<file path="config.mk">
export PLATFORM = sky130hd
export DESIGN_NAME = fa_vector_scanner_flat
export DESIGN_NICKNAME = d
export VERILOG_FILES = /design/src/rtl/fa_vector_scanner_if.sv /design/src/rtl/fa_vector_scanner.sv /design/src/flat_wrapper.sv
export SDC_FILE = /design/constraint.sdc
export NUM_CORES = 1
export LEC_CHECK = 0
export BUFFER_PORTS_ARGS = -buffer_cell sky130_fd_sc_hd__buf_2
export CORE_ASPECT_RATIO = 1.1
export CORE_MARGIN = 1
export CORE_UTILIZATION = 50
export DETAILED_ROUTE_END_ITERATION = 10
export GPL_TIMING_DRIVEN = 0
export PLACE_DENSITY = 0.79
export SLEW_MARGIN = 40
export SYNTH_ARGS = -nofsm -noshare
export SYNTH_HDL_FRONTEND = slang
export SYNTH_SLANG_ARGS = --single-unit
</file>
<file path="constraint.sdc">
create_clock -name clk -period 2.5 [get_ports clk]
set_input_delay 0.5 -clock clk [delete_from_list [all_inputs] [get_ports clk]]
set_output_delay 0.5 -clock clk [all_outputs]
set_load 0.01 [all_outputs]
</file>
<file path="src/rtl/fa_vector_scanner_if.sv">
// Signal bundle between the full-adder vector scanner and its environment:
// scan control/status plus the stimulus/response wires of the adder under test.
interface fa_vector_scanner_if #(
  parameter int ERR_W = 4
);
  logic             start;
  logic             dut_a;
  logic             dut_b;
  logic             dut_cin;
  logic             dut_sum;
  logic             dut_cout;
  logic             busy;
  logic             done;
  logic             pass;
  logic [ERR_W-1:0] err_count;
  logic [7:0]       fail_mask;
  logic [2:0]       first_fail_vec;
  logic             first_fail_valid;

  // Scanner side
  modport master (
    input  start, dut_sum, dut_cout,
    output dut_a, dut_b, dut_cin, busy, done, pass,
           err_count, fail_mask, first_fail_vec, first_fail_valid
  );

  // Environment side: requester plus the adder under test
  modport slave (
    output start, dut_sum, dut_cout,
    input  dut_a, dut_b, dut_cin, busy, done, pass,
           err_count, fail_mask, first_fail_vec, first_fail_valid
  );
endinterface

</file>
<file path="src/rtl/fa_vector_scanner.sv">
// Exhaustive full-adder checker: walks all 8 {a,b,cin} vectors into the adder,
// holds each for SETTLE cycles, samples sum/carry in a CHECK cycle and records
// mismatches against a golden full adder (fail mask, saturating count, first
// failing vector, pass flag).
module fa_vector_scanner #(
  parameter int SETTLE = 1,
  parameter int ERR_W  = 4
) (
  input logic               clk,
  input logic               rst_n,
  fa_vector_scanner_if.master bus
);

  typedef enum logic [1:0] {
    S_IDLE  = 2'd0,
    S_APPLY = 2'd1,
    S_CHECK = 2'd2,
    S_DONE  = 2'd3
  } state_t;

  localparam logic [3:0] SETTLE_LAST = 4'(SETTLE - 1);

  state_t           r_state;
  logic [2:0]       r_vec;
  logic [3:0]       r_settle_cnt;
  logic             r_busy;
  logic             r_done;
  logic             r_pass;
  logic [ERR_W-1:0] r_err_count;
  logic [7:0]       r_fail_mask;
  logic [2:0]       r_first_vec;
  logic             r_first_valid;

  logic w_exp_sum;
  logic w_exp_cout;
  logic w_mismatch;
  logic w_err_sat;

  // Golden full adder on the vector currently driven, and the mismatch flag
  assign w_exp_sum  = r_vec[2] ^ r_vec[1] ^ r_vec[0];
  assign w_exp_cout = (r_vec[2] & r_vec[1]) | (r_vec[2] & r_vec[0]) | (r_vec[1] & r_vec[0]);
  assign w_mismatch = (bus.dut_sum != w_exp_sum) || (bus.dut_cout != w_exp_cout);
  assign w_err_sat  = &r_err_count;

  // Vector index doubles as the registered adder stimulus (a is the MSB);
  // it is held at 0 outside a scan.
  assign bus.dut_a            = r_vec[2];
  assign bus.dut_b            = r_vec[1];
  assign bus.dut_cin          = r_vec[0];
  assign bus.busy             = r_busy;
  assign bus.done             = r_done;
  assign bus.pass             = r_pass;
  assign bus.err_count        = r_err_count;
  assign bus.fail_mask        = r_fail_mask;
  assign bus.first_fail_vec   = r_first_vec;
  assign bus.first_fail_valid = r_first_valid;

  // Scan FSM with registered stimulus, status and result outputs
  always_ff @(posedge clk or negedge rst_n) begin
    if (!rst_n) begin
      r_state       <= S_IDLE;
      r_vec         <= 3'd0;
      r_settle_cnt  <= 4'd0;
      r_busy        <= 1'b0;
      r_done        <= 1'b0;
      r_pass        <= 1'b0;
      r_err_count   <= '0;
      r_fail_mask   <= 8'h00;
      r_first_vec   <= 3'd0;
      r_first_valid <= 1'b0;
    end else begin
      case (r_state)
        S_IDLE: begin
          r_done <= 1'b0;
          if (bus.start) begin
            r_pass        <= 1'b0;
            r_err_count   <= '0;
            r_fail_mask   <= 8'h00;
            r_first_vec   <= 3'd0;
            r_first_valid <= 1'b0;
            r_vec         <= 3'd0;
            r_settle_cnt  <= 4'd0;
            r_busy        <= 1'b1;
            r_state       <= S_APPLY;
          end
        end
        S_APPLY: begin
          if (r_settle_cnt == SETTLE_LAST) begin
            r_state <= S_CHECK;
          end else begin
            r_settle_cnt <= r_settle_cnt + 4'd1;
          end
        end
        S_CHECK: begin
          if (w_mismatch) begin
            r_fail_mask[r_vec] <= 1'b1;
            if (!w_err_sat) begin
              r_err_count <= r_err_count + ERR_W'(1);
            end
            if (!r_first_valid) begin
              r_first_vec   <= r_vec;
              r_first_valid <= 1'b1;
            end
          end
          if (r_vec == 3'd7) begin
            // Last vector: the final compare is folded into pass here
            r_pass  <= (r_err_count == '0) && !w_mismatch;
            r_done  <= 1'b1;
            r_busy  <= 1'b0;
            r_vec   <= 3'd0;
            r_state <= S_DONE;
          end else begin
            r_vec        <= r_vec + 3'd1;
            r_settle_cnt <= 4'd0;
            r_state      <= S_APPLY;
          end
        end
        S_DONE: begin
          r_done  <= 1'b0;
          r_state <= S_IDLE;
        end
        default: begin
          r_state <= S_IDLE;
        end
      endcase
    end
  end

endmodule
</file>
<file path="src/flat_wrapper.sv">
// flat-port wrapper written by rule: the top's interface ports become plain ports
module fa_vector_scanner_flat 
#(
  parameter int SETTLE = 1,
  parameter int ERR_W  = 4
)
  (clk, rst_n, bus_start, bus_dut_sum, bus_dut_cout, bus_dut_a, bus_dut_b, bus_dut_cin, bus_busy, bus_done, bus_pass, bus_err_count, bus_fail_mask, bus_first_fail_vec, bus_first_fail_valid);
  fa_vector_scanner_if #(.ERR_W(ERR_W)) bus_i ();
  input logic clk;
  input logic rst_n;
  input wire logic [$bits(bus_i.start)-1:0] bus_start;
  input wire logic [$bits(bus_i.dut_sum)-1:0] bus_dut_sum;
  input wire logic [$bits(bus_i.dut_cout)-1:0] bus_dut_cout;
  output wire logic [$bits(bus_i.dut_a)-1:0] bus_dut_a;
  output wire logic [$bits(bus_i.dut_b)-1:0] bus_dut_b;
  output wire logic [$bits(bus_i.dut_cin)-1:0] bus_dut_cin;
  output wire logic [$bits(bus_i.busy)-1:0] bus_busy;
  output wire logic [$bits(bus_i.done)-1:0] bus_done;
  output wire logic [$bits(bus_i.pass)-1:0] bus_pass;
  output wire logic [$bits(bus_i.err_count)-1:0] bus_err_count;
  output wire logic [$bits(bus_i.fail_mask)-1:0] bus_fail_mask;
  output wire logic [$bits(bus_i.first_fail_vec)-1:0] bus_first_fail_vec;
  output wire logic [$bits(bus_i.first_fail_valid)-1:0] bus_first_fail_valid;
  assign bus_i.start = bus_start;
  assign bus_i.dut_sum = bus_dut_sum;
  assign bus_i.dut_cout = bus_dut_cout;
  assign bus_dut_a = bus_i.dut_a;
  assign bus_dut_b = bus_i.dut_b;
  assign bus_dut_cin = bus_i.dut_cin;
  assign bus_busy = bus_i.busy;
  assign bus_done = bus_i.done;
  assign bus_pass = bus_i.pass;
  assign bus_err_count = bus_i.err_count;
  assign bus_fail_mask = bus_i.fail_mask;
  assign bus_first_fail_vec = bus_i.first_fail_vec;
  assign bus_first_fail_valid = bus_i.first_fail_valid;
  fa_vector_scanner #(.SETTLE(SETTLE), .ERR_W(ERR_W)) u_core (.clk(clk), .rst_n(rst_n), .bus(bus_i));
endmodule
</file>
==> summary.md <==
| Metric | Value |
|---|---|
| Syn Nets | `175` |
| Core area | `between 2000 and 3000 um2` |
| Syn Inst Count | `between 150 and 200` |
| Least-Margin Pin Slew | `roughly 0.63 ns` |
| Sequential share of the synthesized area | `roughly 45%` |
| Crit Path Category | `reg -> reg` |
| Vias in the first global route | `between 1,000 and 1,500` |
| H-tree lvl count | `1` |
| EDFF count, synth | `0` |
| Clock network power share | `10.9%` |
| Asr flop ratio synth | `100%` |
| Worst path bufs/invs | `1` |
| Initial antenna violation count | `0` |
| Outcome | `finished clean` |
| Initial core utilization | `between 50% and 60%` |
| RSZ-0062 raised after global routing | `no` |
| Endpoints failing setup | `0` |
| Minimum clock period | `2.25 ns` |
| Layout cells sized above 1 | `approximately a fifth` |
| Largest net degree at the start of global routing | `29` |
| Total Negative Setup Slacks | `0 ns` |
| Switching power | `roughly 0.9 mW` |
| Final Max Tran Viols | `0` |
| Crit-path max cell delay | `between 0.5 and 0.6 ns` |
| Clock Path Buffers | `2` |
| Power Total | `slightly above 2 mW` |
| Most used cell along the critical path | `a31oi_1` |
| First-pass GRT wire length | `about 5.8 mm` |
| Seq cells post-synth | `28` |
| Worst endpoint required time | `2.76 ns` |
| CP cell instances | `fa_1 -> xnor2_1 -> a31oi_1 -> clkbuf_1 -> a31oi_1 -> nor2_1` |
| Via/cell ratio | `slightly below 6` |
| Antenna Nets Post-Route | `0` |
| Clock-pin slew on the worst setup and hold paths | `0.15 ns` |
| HP Class | `in -> async` |
| Slowest CP cell | `dfrtp_1` |
| Hold_buf cts | `0` |
| Peak VDD IR | `approximately 0.64 mV` |
| F_max | `around 0.44 GHz` |
| Placement Cell Area | `1730 um2` |
| Std cell rows | `20` |
| Largest area contributor in the netlist | `dfrtp_1` |
| Post-CTS sizing | `0` |
| Synth top cells by count | `dfrtp_1, ha_1, nand2_1, o21ai_0, nor2_1` |
| Crit. End Element | `flip-flop` |
| Top post-synthesis cells by area | `dfrtp_1, ha_1, a31oi_1` |
| Antenna diodes | `0` |
| RD Place Congestion | `around 0.8` |
| Syn_area_per_cell | `10.1 um2` |
| FF-to-FF path depth | `6` |
| Count leader, synth | `dfrtp_1` |
| Clock skew | `roughly 0.0051 ns` |
| WP depth | `6` |
| Cell internal pwr | `approximately 1.1 mW` |
| Layout area overhead | `13.3%` |
| Worst-Skew Late Latency | `between 0.3 and 0.4 ns` |
| Vias post-DR | `between 1,000 and 1,500` |
| I/O pin cnt | `27` |
| CTS root buf | `clkbuf_4` |
| Hold Vio Cnt, Final | `0` |
| Share of the synthesized area in the top cell type | `between 40% and 50%` |
| PortBufs | `26` |
| Worst endpoint data arrival time | `2.51 ns` |
| DRC viols | `0` |
| Die Ht | `~61 um` |
| Initial DRT Pass Iterations | `4` |
| Grt ovf | `0` |
| Initial drt markers | `61` |
| Switching Fraction | `about 46%` |
| Synth warn | `0` |
| Post-Synthesis Cell Area | `approximately 1600 um2` |
| CTS Sinks | `28` |
| P_leak | `0.877 nW` |
| Tot GR Track Use | `21.8%` |
| Crit start category | `flip-flop` |
| Design Area, Final | `roughly 1800 um2` |
| Hpwl dp | `between 2 and 3 mm` |
| Crit-path leading delay family | `flip-flops` |
| Cell variety after synth | `36` |
| PwrDens | `1140 nW/um2` |
| Main flop type after synthesis | `dfrtp_1` |
| Final worst path period share | `90.0%` |
| Max-cap check violation count | `0` |
| CTS tree | `built` |
| Post-CTS Setup Inserts | `0` |
| Logic gate share of total power | `a little over half` |
| Crit-path max FO | `10` |
| Slew HR | `between 50% and 60%` |
| Die area | `~3300 um2` |
| Num CTS Buffers | `3` |
| WL/cell | `15.5 um` |
| Nets | `206` |
| Final wirelength | `~3.4 mm` |
| Die W | `approximately 55 um` |
| Reg power frac | `~36%` |
==> final timing paths <==
check | to | slack, ns | startpoint
worst max-delay path | u_core.bus.fail_mask[4] | 0.25 | u_core.r_vec[2]
worst min-delay path | u_core.r_settle_cnt[3] | 0.16 | rst_n
worst max register to register | u_core.bus.fail_mask[4] | 0.25 | u_core.r_vec[2]
worst min register to register | u_core.bus.busy | 0.51 | u_core.bus.busy
max in group asynchronous | u_core.bus.busy | 1.93 | rst_n
min in group clk | u_core.bus.busy | 0.51 | u_core.bus.busy
==> worst reg2reg max path, cell delays in order, from the launching register on <==
cell	delay [ns]
dfrtp_1	0.55
fa_1	0.50
xnor2_1	0.18
a31oi_1	0.30
clkbuf_1	0.38
a31oi_1	0.14
nor2_1	0.13
==> per-stage QoR <==
stage | utilization, % | hold WS, ns | setup WS (ns) | std cells
finish | 61.9 | 0.164 | 0.251 | 217
global route | 61.9 | 0.205 | 0.0993 | 217
CTS | 61.9 | 0.177 | 0.251 | 217
detailed placement | 60.6 | 0.463 | 0.291 | 213
global placement | 60.6 | 0.458 | 0.348 | 213
floorplan | - | 0.204 | 0.478 | 154
==> registers in the layout, summed over array words and instances, names as in the netlist <==
signal                       count
u_core.bus.first_fail_valid      1
u_core.bus.pass                  1
u_core.bus.busy                  1
u_core.bus.fail_mask             8
u_core.r_state                   2
u_core.bus.first_fail_vec        3
u_core.bus.done                  1
u_core.r_vec                     3
u_core.bus.err_count             4
u_core.r_settle_cnt              4
==> layout by cell type (no fill, tap or decap), types with 2 or more instances in the layout <==
master / Yosys / routed
mux2i_1: 6 / 6
inv_1: 10 / 10
dfrtp_1: 28 / 28
or3b_1: 3 / 3
a32oi_1: 3 / 3
buf_2: 1 / 27
o31ai_1: 2 / 2
a22o_1: 2 / 2
nand3_1: 6 / 6
a31oi_1: 10 / 10
a22o_2: 2 / 2
ha_1: 15 / 15
clkbuf_4: 0 / 3
nand2b_1: 2 / 2
nor2_1: 11 / 11
clkbuf_1: 4 / 4
nand2_1: 12 / 12
a21oi_1: 5 / 5
a21o_1: 2 / 2
o21ai_0: 12 / 12
xnor2_1: 2 / 2
==> logic make-up after synthesis <==
family	count (synthesis)	synth area share, %
flops	28	45.0
mux	7	4.58
xor+xnor	2	1.12
buf+inv	16	3.94
simple gates	40	13.0
fa+ha+maj	16	13.3
compound gates	45	19.0
==> layer usage <==
metal	routed length (um)	part of all wire (%)	track usage, %
met1	1410	42	25.9
met2	1790	53	41.0
met5	0	0	0
met4	74	2.2	9.29
met3	76	2.3	2.56
==> power groups by stage <==
stage | Sequential [mW] | Clock, mW | Combinational (mW)
2_1_floorplan | 0.770 | 0 | 0.673
3_3_place_gp | 0.725 | 0 | 0.993
3_5_place_dp | 0.733 | 0 | 1.06
4_1_cts | 0.727 | 0.226 | 1.07
5_1_grt | 0.751 | 0.243 | 1.20
6_report | 0.727 | 0.220 | 1.07
==> final cells by class <==
class	count	area, um2
fillers	239	1090
multi-input cells	110	796
flip-flops and latches	28	701
repair buffers	26	130
well taps	33	41.3
inverters	10	37.5
clock buffers	4	36.3
plain buffers	6	23.8
No activity file was read; power rests on OpenSTA's default activity.
